<file path="src/rtl/byte_packer_pkg.sv">
// Shared definitions for the byte packer: state encoding, word geometry and lane indices.
package byte_packer_pkg;

    typedef enum logic {
        FILL = 1'b0,
        HOLD = 1'b1
    } state_t;

    localparam int BYTES_PER_WORD = 4;
    localparam int LANE_BITS      = 8;

    localparam logic [1:0] LANE0 = 2'd0;
    localparam logic [1:0] LANE1 = 2'd1;
    localparam logic [1:0] LANE2 = 2'd2;
    localparam logic [1:0] LANE3 = 2'd3;

    // byte_cnt value at which the incoming byte completes a word
    localparam logic [1:0] LAST_BYTE = 2'(BYTES_PER_WORD - 1);

endpackage

</file>
<file path="src/rtl/byte_packer_lane_dec.sv">
// Maps the current byte count to a one-hot lane write enable, honouring byte order.
module byte_lane_dec
    import byte_packer_pkg::*;
#(
    parameter bit MSB_FIRST = 1'b1
) (
    input  logic [1:0] byte_cnt,
    output logic [3:0] lane_en
);

    logic [1:0] lane;

    always_comb begin
        lane    = MSB_FIRST ? (LANE3 - byte_cnt) : byte_cnt;
        lane_en = 4'b0000;
        case (lane)
            LANE0:   lane_en = 4'b0001;
            LANE1:   lane_en = 4'b0010;
            LANE2:   lane_en = 4'b0100;
            LANE3:   lane_en = 4'b1000;
            default: lane_en = 4'b0000;
        endcase
    end

endmodule

</file>
<file path="src/rtl/byte_packer.sv">
// Packs a byte stream into 32-bit words; a full word is held until the consumer takes it.
module byte_packer
    import byte_packer_pkg::*;
#(
    parameter bit MSB_FIRST = 1'b1
) (
    input  logic        clk,
    input  logic        reset,
    input  logic        clr,
    input  logic        in_valid,
    input  logic [7:0]  in_byte,
    output logic        in_ready,
    output logic        out_valid,
    output logic [31:0] out_word,
    input  logic        out_ready,
    output logic [1:0]  byte_cnt
);

    // Handshake: a transfer happens on a cycle where valid && ready are both high;
    // a source seeing valid without ready must hold its data unchanged.

    state_t      state, state_next;
    logic [1:0]  cnt_next;
    logic [31:0] word_next;
    logic [31:0] base_word;
    logic [31:0] written_word;
    logic [3:0]  lane_en;
    logic        in_fire;
    logic        out_fire;

    byte_lane_dec #(
        .MSB_FIRST(MSB_FIRST)
    ) u_lane_dec (
        .byte_cnt(byte_cnt),
        .lane_en (lane_en)
    );

    always_comb begin
        in_ready  = (state == FILL) ? 1'b1 : out_ready;
        out_valid = (state == HOLD);
        in_fire   = in_valid && in_ready;
        out_fire  = out_valid && out_ready;

        // A byte arriving in HOLD starts a fresh word, so unwritten lanes read zero
        base_word    = (state == HOLD) ? 32'h0000_0000 : out_word;
        written_word = base_word;
        for (int i = 0; i < BYTES_PER_WORD; i++) begin
            if (lane_en[i]) begin
                written_word[i*LANE_BITS +: LANE_BITS] = in_byte;
            end
        end

        state_next = state;
        cnt_next   = byte_cnt;
        word_next  = out_word;

        if (clr) begin
            state_next = FILL;
            cnt_next   = 2'd0;
            word_next  = 32'h0000_0000;
        end else begin
            case (state)
                FILL: begin
                    if (in_fire) begin
                        word_next = written_word;
                        if (byte_cnt == LAST_BYTE) begin
                            state_next = HOLD;
                            cnt_next   = 2'd0;
                        end else begin
                            cnt_next = byte_cnt + 2'd1;
                        end
                    end
                end
                HOLD: begin
                    if (out_fire) begin
                        state_next = FILL;
                        if (in_fire) begin
                            word_next = written_word;
                            cnt_next  = 2'd1;
                        end else begin
                            word_next = 32'h0000_0000;
                            cnt_next  = 2'd0;
                        end
                    end
                end
                default: begin
                    state_next = FILL;
                    cnt_next   = 2'd0;
                    word_next  = 32'h0000_0000;
                end
            endcase
        end
    end

    always_ff @(posedge clk) begin
        if (reset) begin
            state    <= FILL;
            byte_cnt <= 2'd0;
            out_word <= 32'h0000_0000;
        end else begin
            state    <= state_next;
            byte_cnt <= cnt_next;
            out_word <= word_next;
        end
    end

endmodule

</file>
<file path="config.mk">
export PLATFORM = sky130hd
export DESIGN_NAME = byte_packer
export DESIGN_NICKNAME = d
export VERILOG_FILES = /design/src/rtl/byte_packer_pkg.sv /design/src/rtl/byte_packer_lane_dec.sv /design/src/rtl/byte_packer.sv
export SDC_FILE = /design/constraint.sdc
export NUM_CORES = 1
export LEC_CHECK = 0
export ABC_AREA = 1
export CORE_UTILIZATION = 48
export DETAILED_ROUTE_END_ITERATION = 6
export GPL_ROUTABILITY_DRIVEN = 0
export PLACE_DENSITY = 0.79
export SLEW_MARGIN = 5
export SYNTH_ARGS = -nofsm -noshare
export SYNTH_HDL_FRONTEND = slang
export SYNTH_SLANG_ARGS = --single-unit
</file>
<file path="constraint.sdc">
create_clock -name clk -period 1.4 [get_ports clk]
set_input_delay 0.28 -clock clk [delete_from_list [all_inputs] [get_ports clk]]
set_output_delay 0.28 -clock clk [all_outputs]
set_load 0.02 [all_outputs]
</file>
* Word-level counts from Yosys, hierarchy flattened
Index checks and enable logic that the tools add are counted.
** Word-level totals
- Register bits :: 35
- Bits in latches :: 0
- Memory bits (writable) :: 0
- ROM bits :: 0
- Input bits :: 13
- Output and inout bits :: 36
- Word-level logic and storage cells :: 37
- Memories kept :: 0
** Cells by class
- Add/subtract/negate cells :: 2
- Multipliers :: 0
- Divide/modulo/power cells :: 0
- $lt $le $gt $ge :: 0
- Equal/unequal tests :: 6
- Shift operators :: 0
- Muxes and demuxes :: 20
- Bitwise logic cells :: 1
- Reduce and logical (&&, ||, !) cells :: 5
** Operators by type and width (number)
- 2-to-1 mux 32 bit :: 4
- case mux 32 bit (2 select lines) :: 1
- 2-to-1 mux 8 bit :: 4
- case mux 4 bit (4 select lines) :: 1
- == test 2 bit, second input constant :: 3
- 2-to-1 mux 2 bit :: 3
- 2-to-1 mux 1 bit :: 5
- case mux 2 bit (2 select lines) :: 1
- adder 2 x 1 -> 2 bit, second input constant :: 1
- == test 2 x 1 -> 1 bit, second input constant :: 1
- logical AND 1 bit :: 2
- logical NOT 2 bit :: 1
- inequality test 2 x 1 -> 1 bit, second input constant :: 1
- inequality test 2 bit, second input constant :: 1
- case mux 1 bit (2 select lines) :: 1
- AND reduction 2 bit :: 1
- OR reduction 2 bit :: 1
- subtractor 2 bit, first input constant :: 1
- NOT 1 bit :: 1

* Depth between registers and ports, before layout
- Depth in word-level cells :: 7
- Mapped depth :: 8

* Modules after synthesis
From an unflattened synthesis, not the netlist that was laid out.
** Second synthesis, totals
- Cell total of the unflattened synthesis :: 275
- Area total of the unflattened synthesis :: 1829.3 µm²
** Modules (own cells, without submodules)
- byte_packer :: times used 1, cells an instance 268, area each 1803.0 µm², seq. area each 700.7 µm²
- byte_lane_dec :: times used 1, cells an instance 7, area each 26.3 µm², seq. area each 0.0 µm²

* Worst setup path before layout
OpenSTA, ideal clock, no wires.
- Kind :: flip-flop to flip-flop
- Start point :: reg byte_cnt[0]
- End point :: reg out_word[10]
- Library setup time :: 0.070 ns
- Arrival :: 1.399 ns
- Data required time :: 1.330 ns
- Setup slack :: -0.070 ns
- Cell stages (with the launch flop) :: 9
- Clock period less this slack :: 1.470 ns
- Path through :: dfxtp_1 inv_1 ha_1 clkbuf_1 inv_1 nand3_1 nand2_1 nand2_1 a21oi_1
** On the way
- Cells in the longest elaborated chain, start to end :: 7
** Ends and longest elaborated chain
- start, declared :: RTL line byte_packer.sv:16 : output logic [1:0] byte_cnt
- start signal, assigned :: RTL line byte_packer.sv:102 : byte_cnt <= cnt_next;
- subtractor 2 bit * :: RTL line byte_packer_lane_dec.sv:14 : lane = MSB_FIRST ? (LANE3 - byte_cnt) : byte_cnt;
- == test 2 bit, or another cell as far along :: RTL line byte_packer_lane_dec.sv:16 : case (lane)
- case mux 4 bit (4 select lines) * :: RTL line byte_packer_lane_dec.sv:16
- 2-to-1 mux 8 bit * :: RTL line byte_packer.sv:48 : if (lane_en[i]) begin
- 2-to-1 mux 32 bit :: RTL line byte_packer.sv:77 : if (in_fire) begin
- 2-to-1 mux 32 bit :: RTL line byte_packer.sv:75 : if (out_fire) begin
- case mux 32 bit (2 select lines) * :: RTL line byte_packer.sv:62 : case (state)
- end signal, assigned :: RTL line byte_packer.sv:103 : out_word <= word_next;
- end, declared :: RTL line byte_packer.sv:14 : output logic [31:0] out_word,
Every way passes the cells marked *; elsewhere a longest branch is shown, timed or not. The select of a mux whose other input is x is not followed.
A chain may end at the register's enable or synchronous reset.

* Worst setup path in the final report
- Start point :: in out_ready
- End point :: out in_ready
** On the way
- Cells in the longest elaborated chain, start to end :: 1
** Ends and longest elaborated chain
- start, declared :: RTL line byte_packer.sv:15 : input logic out_ready,
- 2-to-1 mux 1 bit :: RTL line byte_packer.sv:39 : in_ready = (state == FILL) ? 1'b1 : out_ready;
- end, declared :: RTL line byte_packer.sv:12 : output logic in_ready,
No other way between the ends.

==> results.json <==
{
  "run_status": "finished clean",
  "ys.flop_type": "dfxtp_1",
  "worst-r2r-setup-slack_ns": 0.18,
  "regToRegEndpoint": "out_word[22]",
  "first_global_vias": 1715,
  "grt_antenna_before_repair": 0,
  "synth.ff_latch_count": 35,
  "drt_drc_violations_left": 0,
  "rr_startpoint": "out_valid",
  "async_flop_share_pct": 0,
  "fmaxAchievable_ghz": 0.7585,
  "rsz0062_at_grt": "no",
  "p_leak_uw": 0.001190,
  "slew_violations": 0,
  "insertion_delay_ns": 0.29,
  "dpl-instance-area_um2": 2442,
  "tritoncts": "done",
  "rr_worst_depth": 6,
  "crit_type": "in2out",
  "synthesis.area_per_instance_um2": 6.701,
  "global_route.usage.met2_pct": 42.55,
  "placement.io_buffers": 48,
  "grt_pass1_wl_um": 7976,
  "timing.slew.headroom_pct": 81.38,
  "num-nets-final": 342,
  "start_util_pct": 49.97,
  "synth_fa_ha_area_share_pct": 2.736,
  "arrival_ns": 1.04,
  "maxCapViolations": 0,
  "yosysTopAreaCell": "dfxtp_1",
  "postCtsSetupBuffers": 0,
  "fin_crit_sh_pct": 94.17,
  "shortest_period_the_worst_path_allows_ns": 1.318,
  "timing.critical_path.slowest_cell_delay_ns": 0.48,
  "postRouteWirelength_um": 4868,
  "num_io_pins": 49,
  "ant_nets": 0,
  "busiest_grt_layer": "met2",
  "post-place-ws_ns": -0.3630,
  "clock_tree.root_cell": "clkbuf_8",
  "core_ar_um2": 3661,
  "post_cts.resized_instances": 39,
  "tritoncts_num_sinks": 35,
  "via_per_inst": 5.372,
  "htree_num_levels": 2,
  "synth_top_family_by_area": "simple AND/OR/NAND/NOR gates",
  "synth_top_area_share_pct": 38.30,
  "holdCritPathClass": "reg2reg",
  "number_of_setup_violations_in_the_final_report": 0,
  "worst_path_dominant_cell_family": "buffers and inverters",
  "worstPathMaxFanout": 2,
  "detailroute.via_count": 2009,
  "final.hold.worst_slack_ns": 0.4974,
  "post_route_cells_drive_above_1_share_pct": 10.43,
  "finalHoldViolations": 0,
  "finClkSkew_ns": 0.006107,
  "synth-xor-area-share_pct": 0,
  "syn_to_final_growth_pct": 38.10,
  "synthTopCellsByCount": "nand2_1, nand3_1, a21oi_1, dfxtp_1, buf_2",
  "synth_most_common_cell": "nand2_1",
  "startpoint_type": "input pin",
  "dp.final_hpwl_um": 3134,
  "synth_warnings": 0,
  "vdd_ir_drop_max_uv": 1176,
  "postLayoutCoreUtil_pct": 69.00,
  "die_y_um": 63.73,
  "clock_slew_at_reported_path_ffs_ns": 0.07,
  "clock_tree.buffer_depth": 2,
  "tritoncts.num_buffers": 5,
  "antennaDiodeCount": 0,
  "min-delay-start": "out_word[8]",
  "syn_nets": 290,
  "die_area_um2": 4062,
  "synth_compound_gate_area_share_pct": 10.88,
  "synth.yosys.seq_area_share_pct": 38.30,
  "drt-initial-drc-count": 236,
  "crit_slowest_cell": "clkdlybuf4s50_1",
  "avgRoutedWirePerCell_um": 13.02,
  "timing.critical_path.cells": "clkdlybuf4s50_1 > inv_1 > nand2_1 > buf_2",
  "grt_start_max_net_pins": 36,
  "netlist_area_um2": 1829,
  "timing.critical_path.required_ns": 1.12,
  "synth_top_cells_by_area": "dfxtp_1, nand2_1, nand3_1, a21oi_1, ha_1",
  "cp-startpoint": "out_ready",
  "critPathCaptureType": "output pin",
  "post_synth_edffs": 0,
  "cp.buffers_inverters": 3,
  "simple_gate_fraction_of_synth_area_pct": 39.88,
  "fin_ws_ns": 0.08161,
  "worst_pin_slew_ns": 0.2789,
  "hold_path_end": "out_word[8]",
  "global_route.usage.met3_pct": 4.107,
  "floorplan.rows": 22,
  "drt-pass1-iter-count": 4,
  "mux_cell_area_share_after_synthesis_pct": 0,
  "finalInstanceArea_um2": 2526,
  "gr-usage-all-layers_pct": 25.43,
  "grt_remaining_overflow": 0,
  "min_path_cells": 2,
  "synth_cells": 273,
  "die_w_um": 63.73,
  "postCtsHoldBufs": 0,
  "met1_usage_pct": 32.34,
  "number_of_different_library_cells_in_the_post_synthesis_netlist": 15,
  "power_density_nw_per_um2": 927.9
}
[per-stage QoR]
stage / cells / TNS, ns / total power, uW
6_report: 374 / 0 / 2344
5_1_grt: 374 / 0 / 2431
4_1_cts: 374 / 0 / 2363
3_5_place_dp: 366 / -5.100 / 1291
3_3_place_gp: 366 / -4.479 / 1289
2_1_floorplan: 273 / 0 / 1168
[report_power, final]
group | total [uW] | switching, uW | internal [uW]
Clock | 1080 | 369 | 712
Combinational | 246 | 139 | 107
Sequential | 1020 | 9.74 | 1010
[routing by layer]
| layer | vias up | routed length, um |
|---|---|---|
| met5 | - | 0 |
| met3 | 5 | 388 |
| met1 | 923 | 2024 |
| met4 | 0 | 55 |
| met2 | 79 | 2400 |
| li1 | 1002 | - |
[cells in the final DEF (no fill, tap or decap), types with 2 or more instances in the layout]
master and instances:
nand2_1 99, a21oi_1 35, buf_4 12, inv_2 4, buf_12 5, dfxtp_1 33
inv_1 4, ha_1 4, nand3_1 68, bufinv_16 2, dlygate4sd2_1 35, clkbuf_8 5
dfxtp_2 2, clkdlybuf4s50_1 12
[sequential cells by signal, summed over array words and instances (netlist names)]
signal and flops:
out_valid 1, out_word 32, byte_cnt 2
[worst min-delay path, cell delays in order, from the launching register on]
cell and delay, ns:
dfxtp_1 0.32, nand3_1 0.08, a21oi_1 0.06
[area by class of cell]
cell class / instances / area (um2)
repair buffers: 65 / 621.8
flip-flops and latches: 35 / 703.2
fillers: 332 / 1135
well taps: 48 / 60.06
clock buffers: 6 / 72.57
multi-input cells: 210 / 978.4
inverters: 8 / 30.03
clock inverters: 2 / 60.06
[logic make-up (layout without fill, tap and decap cells)]
family,count (synthesis),count (layout)
AO/OA/AOI/OAI,37,37
adder cells (fa/ha/maj),4,4
buffers and inverters,28,81
flip-flops,35,35
AND/OR/NAND/NOR,169,169
[how the worst max path moves through the flow]
stage	end	slack, ns	depth (start not counted)
after global routing	in_ready	0.008	4
after detailed placement	in_ready	-0.36	4
after floorplan	out_word[10]	0.05	8
final	in_ready	0.08	4
after CTS	in_ready	0.07	4
after global placement	in_ready	-0.35	4
No activity file was read; power rests on OpenSTA's default activity.
==> patch 1, RTL diff (config.mk and constraints unchanged) <==
Change the package constant `BYTES_PER_WORD` from 4 to 5.
--- a/src/rtl/byte_packer_pkg.sv
+++ b/src/rtl/byte_packer_pkg.sv
@@ -6,7 +6,7 @@
         HOLD = 1'b1
     } state_t;
 
-    localparam int BYTES_PER_WORD = 4;
+    localparam int BYTES_PER_WORD = 5;
     localparam int LANE_BITS      = 8;
 
     localparam logic [1:0] LANE0 = 2'd0;
Function: changed (Yosys sat finds a counterexample within 4 cycles, from zero or initial values).
==> patch 1 against the original RTL <==
Area after synthesis fell by 3.1%; register-to-register slack got worse by 0.07 ns; critical endpoint is now byte_cnt[0]; wire length grew 3.4%; final area is 1.8% lower; largest power group is now sequential cells; setup slack improved by 0.022 ns; die area fell by 3.0%; sequential cell count stayed put; total power decreased by 11%.
==> patch 1: results (changes against the original RTL) <==
* Status: complete, no violations
* First-pass GRT wire length at 8080 um (+1.3%)
* Switching pwr at 537 uW (+3.7%)
* Hold endpoint: out_word[6]$_SDFFE_PP0P_
* Vias in the first global route at 1,737 (+1.3%)
* Vias per cell at 5.45 (+1.4%)
* Final HPWL DP at 3270 um (+4.4%)
* Cell Area, Placed at 0.00241 sq mm (-1.5%)
* Distinct cells, synth at 14 (-1)
* Top cell family by delay on the critical path: flip-flops
* Layout cell share with drive strength beyond 1 at 10.7% (+0.31 points)
* Avg WL per Cell at 13.5 um (+3.9%)
* Peak supply drop at 0.524 mV (-55%)
* Worst Skew at 0.00915 ns (+0.00304 ns)
* Dpl ws at -0.432 ns (-0.0691 ns)
* Crit path DAT at 1.02 ns (-0.02 ns)
* Crit path launch: byte_cnt[0]$_SDFFE_PP0P_
* Critical Path Slowest Stage Cell: dfxtp_2
* Register-to-Register Setup Slack at 0.11 ns (-0.07 ns)
* Dpl cells at 363 (-0.82%)
* Reg-to-Reg End: out_word[11]$_SDFFE_PP0P_
* CP max stage delay at 0.38 ns (-0.10 ns)
* Tot Pwr at 2.10 mW (-11%)
* Fmax at 771 MHz (+1.7%)
* Routed wire length at 5030 um (+3.4%)
patch 1: repair_timing:
item	4_1_cts	5_1_grt
endpoints found under the setup margin	37	16
gates resized for setup	37	7
pin swaps	0	1
gates cloned	0	1
patch 1: routing by layer:
layer  track usage (%)  part of all wire (%)  up-vias
li1                  -                     -      999
met1              33.8                    43      933
met2              42.5                    47       84
met3              4.38                   8.3       10
met4              11.6                   2.0        0
met5                 0                     0        -
patch 1: cell families after synthesis:
kind of cell	count (synthesis)	share of synthesized area [%]
simple gates	170	40.9
compound gates	36	10.5
flops	35	39.5
buf+inv	26	6.28
fa+ha+maj	4	2.82
patch 1: layout make-up:
cell class	count	area [sq um]
inverter	7	26.3
multi-input combinational	211	972
fill	317	961
sequential	35	703
timing repair buffer	65	618
clock inverter	1	7.51
clock buffer	7	96.3
tap	46	57.6
patch 1: tightest hold or removal path, delay by kind of cell, from the launching register on:
family,cells,cell delay (ns)
and+or+nand+nor,1,0.08
DFF,1,0.32
AOI/OAI and AO/OA,1,0.06
==> patch 2, RTL diff (config.mk and constraints unchanged) <==
Without the edit above. Put one more register stage on the output `byte_cnt`, without a reset. The value now appears one clock later. The other outputs are not delayed to match.
--- a/src/rtl/byte_packer.sv
+++ b/src/rtl/byte_packer.sv
@@ -16,6 +16,8 @@
     output logic [1:0]  byte_cnt
 );
 
+    logic [1:0] byte_cnt_s0;
+
     // Handshake: a transfer happens on a cycle where valid && ready are both high;
     // a source seeing valid without ready must hold its data unchanged.
 
@@ -31,7 +33,7 @@
     byte_lane_dec #(
         .MSB_FIRST(MSB_FIRST)
     ) u_lane_dec (
-        .byte_cnt(byte_cnt),
+        .byte_cnt(byte_cnt_s0),
         .lane_en (lane_en)
     );
 
@@ -51,7 +53,7 @@
         end
 
         state_next = state;
-        cnt_next   = byte_cnt;
+        cnt_next   = byte_cnt_s0;
         word_next  = out_word;
 
         if (clr) begin
@@ -63,11 +65,11 @@
                 FILL: begin
                     if (in_fire) begin
                         word_next = written_word;
-                        if (byte_cnt == LAST_BYTE) begin
+                        if (byte_cnt_s0 == LAST_BYTE) begin
                             state_next = HOLD;
                             cnt_next   = 2'd0;
                         end else begin
-                            cnt_next = byte_cnt + 2'd1;
+                            cnt_next = byte_cnt_s0 + 2'd1;
                         end
                     end
                 end
@@ -95,14 +97,18 @@
     always_ff @(posedge clk) begin
         if (reset) begin
             state    <= FILL;
-            byte_cnt <= 2'd0;
+            byte_cnt_s0 <= 2'd0;
             out_word <= 32'h0000_0000;
         end else begin
             state    <= state_next;
-            byte_cnt <= cnt_next;
+            byte_cnt_s0 <= cnt_next;
             out_word <= word_next;
         end
     end
 
+    always_ff @(posedge clk) begin
+        byte_cnt <= byte_cnt_s0;
+    end
+
 endmodule
 
Function: changed (a bounded check fails within 4 cycles, from zero or initial values).
==> patch 2 against the original RTL <==
Sequential cell count grew 2; setup slack lost 0.036 ns; final area is 0.30% higher; area after synthesis up 2.2%; wire length up 5.3%; register-to-register slack lost 0.09 ns; synthesized cell count is 0.73% higher; worst hold slack worse by 0.094 ns; critical endpoint unchanged; highest routed layer unchanged; total power decreased by 11%; largest power group is now sequential cells; clock power down 30%; clock skew up 0.0018 ns.
==> patch 2: results (changes against the original RTL) <==
* Status: complete, no violations
* Leak at 1.19 nW (about the same)
* Avg Cell Area, Syn at 6.80 sq um (+1.4%)
* Worst-path fanout max at 2 (unchanged)
* M1 wire length at 2080 um (+2.9%)
* Adder-Cell Fraction of Synth Area at 2.68% (-0.059 points)
* Sequential area share after synthesis at 39.6% (+1.3 points)
* Critical Path Slowest Stage Cell: clkdlybuf4s50_1
* Largest regs: out_word x32, byte_cnt x2, byte_cnt_s0 x2
* Clock tree buffer depth at 2 (unchanged)
* CTS Buf Count at 5 (unchanged)
* Met3 Routed Length at 469 um (+21%)
* First-pass GRT wire length at 8270 um (+3.6%)
* CP max stage delay at 0.49 ns
* Async set-reset flop share out of synthesis at 0% (unchanged)
* Worst Tran Pin Value at 0.261 ns (-0.0179 ns)
* Drt pass-1 iters at 4 (unchanged)
* Diode count at 0 (unchanged)
* XOR/XNOR share of the synthesized area at 0% (unchanged)
* Clock root buffer: clkbuf_8
* Area contributors post-synth: dfxtp_1 40%, nand2_1 20%, nand3_1 18%
* Layout Nets at 343 (+0.29%)
* Post-synth top cells: 99 x nand2_1, 68 x nand3_1, 37 x dfxtp_1, 35 x a21oi_1, 9 x buf_2
* Layout cell share with drive strength beyond 1 at 10.1% (-0.31 points)
* Vias in the first global route at 1,764 (+2.9%)
* Drt initial violations at 195 (-17%)
* Top cell family by delay on the critical path: buffers and inverters
* Avg WL per Cell at 13.7 um (+5.3%)
* Vias per cell at 5.47 (+1.7%)
* Filler instances at 357 (+7.5%)
* Post-synthesis mux area share at 0% (unchanged)
* Initial antenna violation count at 0 (unchanged)
* Top layer reached by signal wires: met4
* Register-to-Register Setup Slack at 0.09 ns (-0.09 ns)
* Met2 WL at 2450 um (+2.1%)
* Routed wire length at 5130 um (+5.3%)
* Synth Flop Type: dfxtp_1
* Final HPWL DP at 3300 um (+5.4%)
* Syn nets at 292 (+0.69%)
* Cts repair resizes at 39 (unchanged)
* Peak supply drop at 0.523 mV (-56%)
* Crit path DAT at 1.07 ns (+0.03 ns)
* Largest net degree at the start of global routing at 36 (unchanged)
* Hold crit path type: flip-flop to flip-flop
* Tot GR Track Use at 26.3% (+0.89 points)
* Dpl cells at 367 (+0.27%)
* Worst Skew at 0.00786 ns (+0.00175 ns)
* Compound-Gate Fraction of Synth Area at 10.6% (-0.23 points)
patch 2: per-stage QoR:
step                      cell area, sq um  util, %  TNS [ns]  setup slack [ns]  hold WS [ns]
after floorplan                       1870        -         0            0.0886         0.383
after global placement                2480     67.4     -2.01            -0.414         0.412
after detailed placement              2480     67.4     -2.57            -0.417         0.420
after CTS                             2520     68.4         0           0.00732         0.432
after global routing                  2530     68.7         0           0.00368         0.410
final                                 2530     68.7         0            0.0453         0.403
patch 2: final timing paths:
check                                    from  depth (start not counted)                        end
hold / removal    byte_cnt_s0[1]$_SDFFE_PP0P_                          0        byte_cnt[1]$_DFF_P_
setup reg to reg         out_valid$_SDFF_PP0_                          6  out_word[20]$_SDFFE_PP0P_
setup / recovery                    out_ready                          4                   in_ready
hold reg to reg   byte_cnt_s0[1]$_SDFFE_PP0P_                          0        byte_cnt[1]$_DFF_P_
patch 2: cell families (layout without fill, tap and decap cells):
family	after synthesis	in the layout
flops	37	37
compound gates	37	37
simple gates	169	169
buf+inv	28	79
fa+ha+maj	4	4
patch 2: cell type report:
| cell class | instances | area (sq um) | share of cell area [%] |
|---|---|---|---|
| Inverter | 8 | 31.3 | 1.23 |
| Tap cell | 48 | 60.1 | 2.37 |
| Timing Repair Buffer | 64 | 633 | 25.0 |
| Sequential cell | 37 | 744 | 29.4 |
| Multi-Input combinational cell | 210 | 978 | 38.6 |
| Clock buffer | 7 | 86.3 | 3.41 |
patch 2: layer usage:
metal	track usage, %	up-vias
met2	42.8	98
met4	12.5	0
met1	32.8	922
met5	0	-
met3	5.71	11
li1	-	1013
patch 2: report_power, final:
group / internal [mW] / total (mW) / switching (mW)
combinational: 0.109 / 0.249 / 0.140
clock: 0.391 / 0.761 / 0.370
sequential: 1.07 / 1.08 / 0.0102
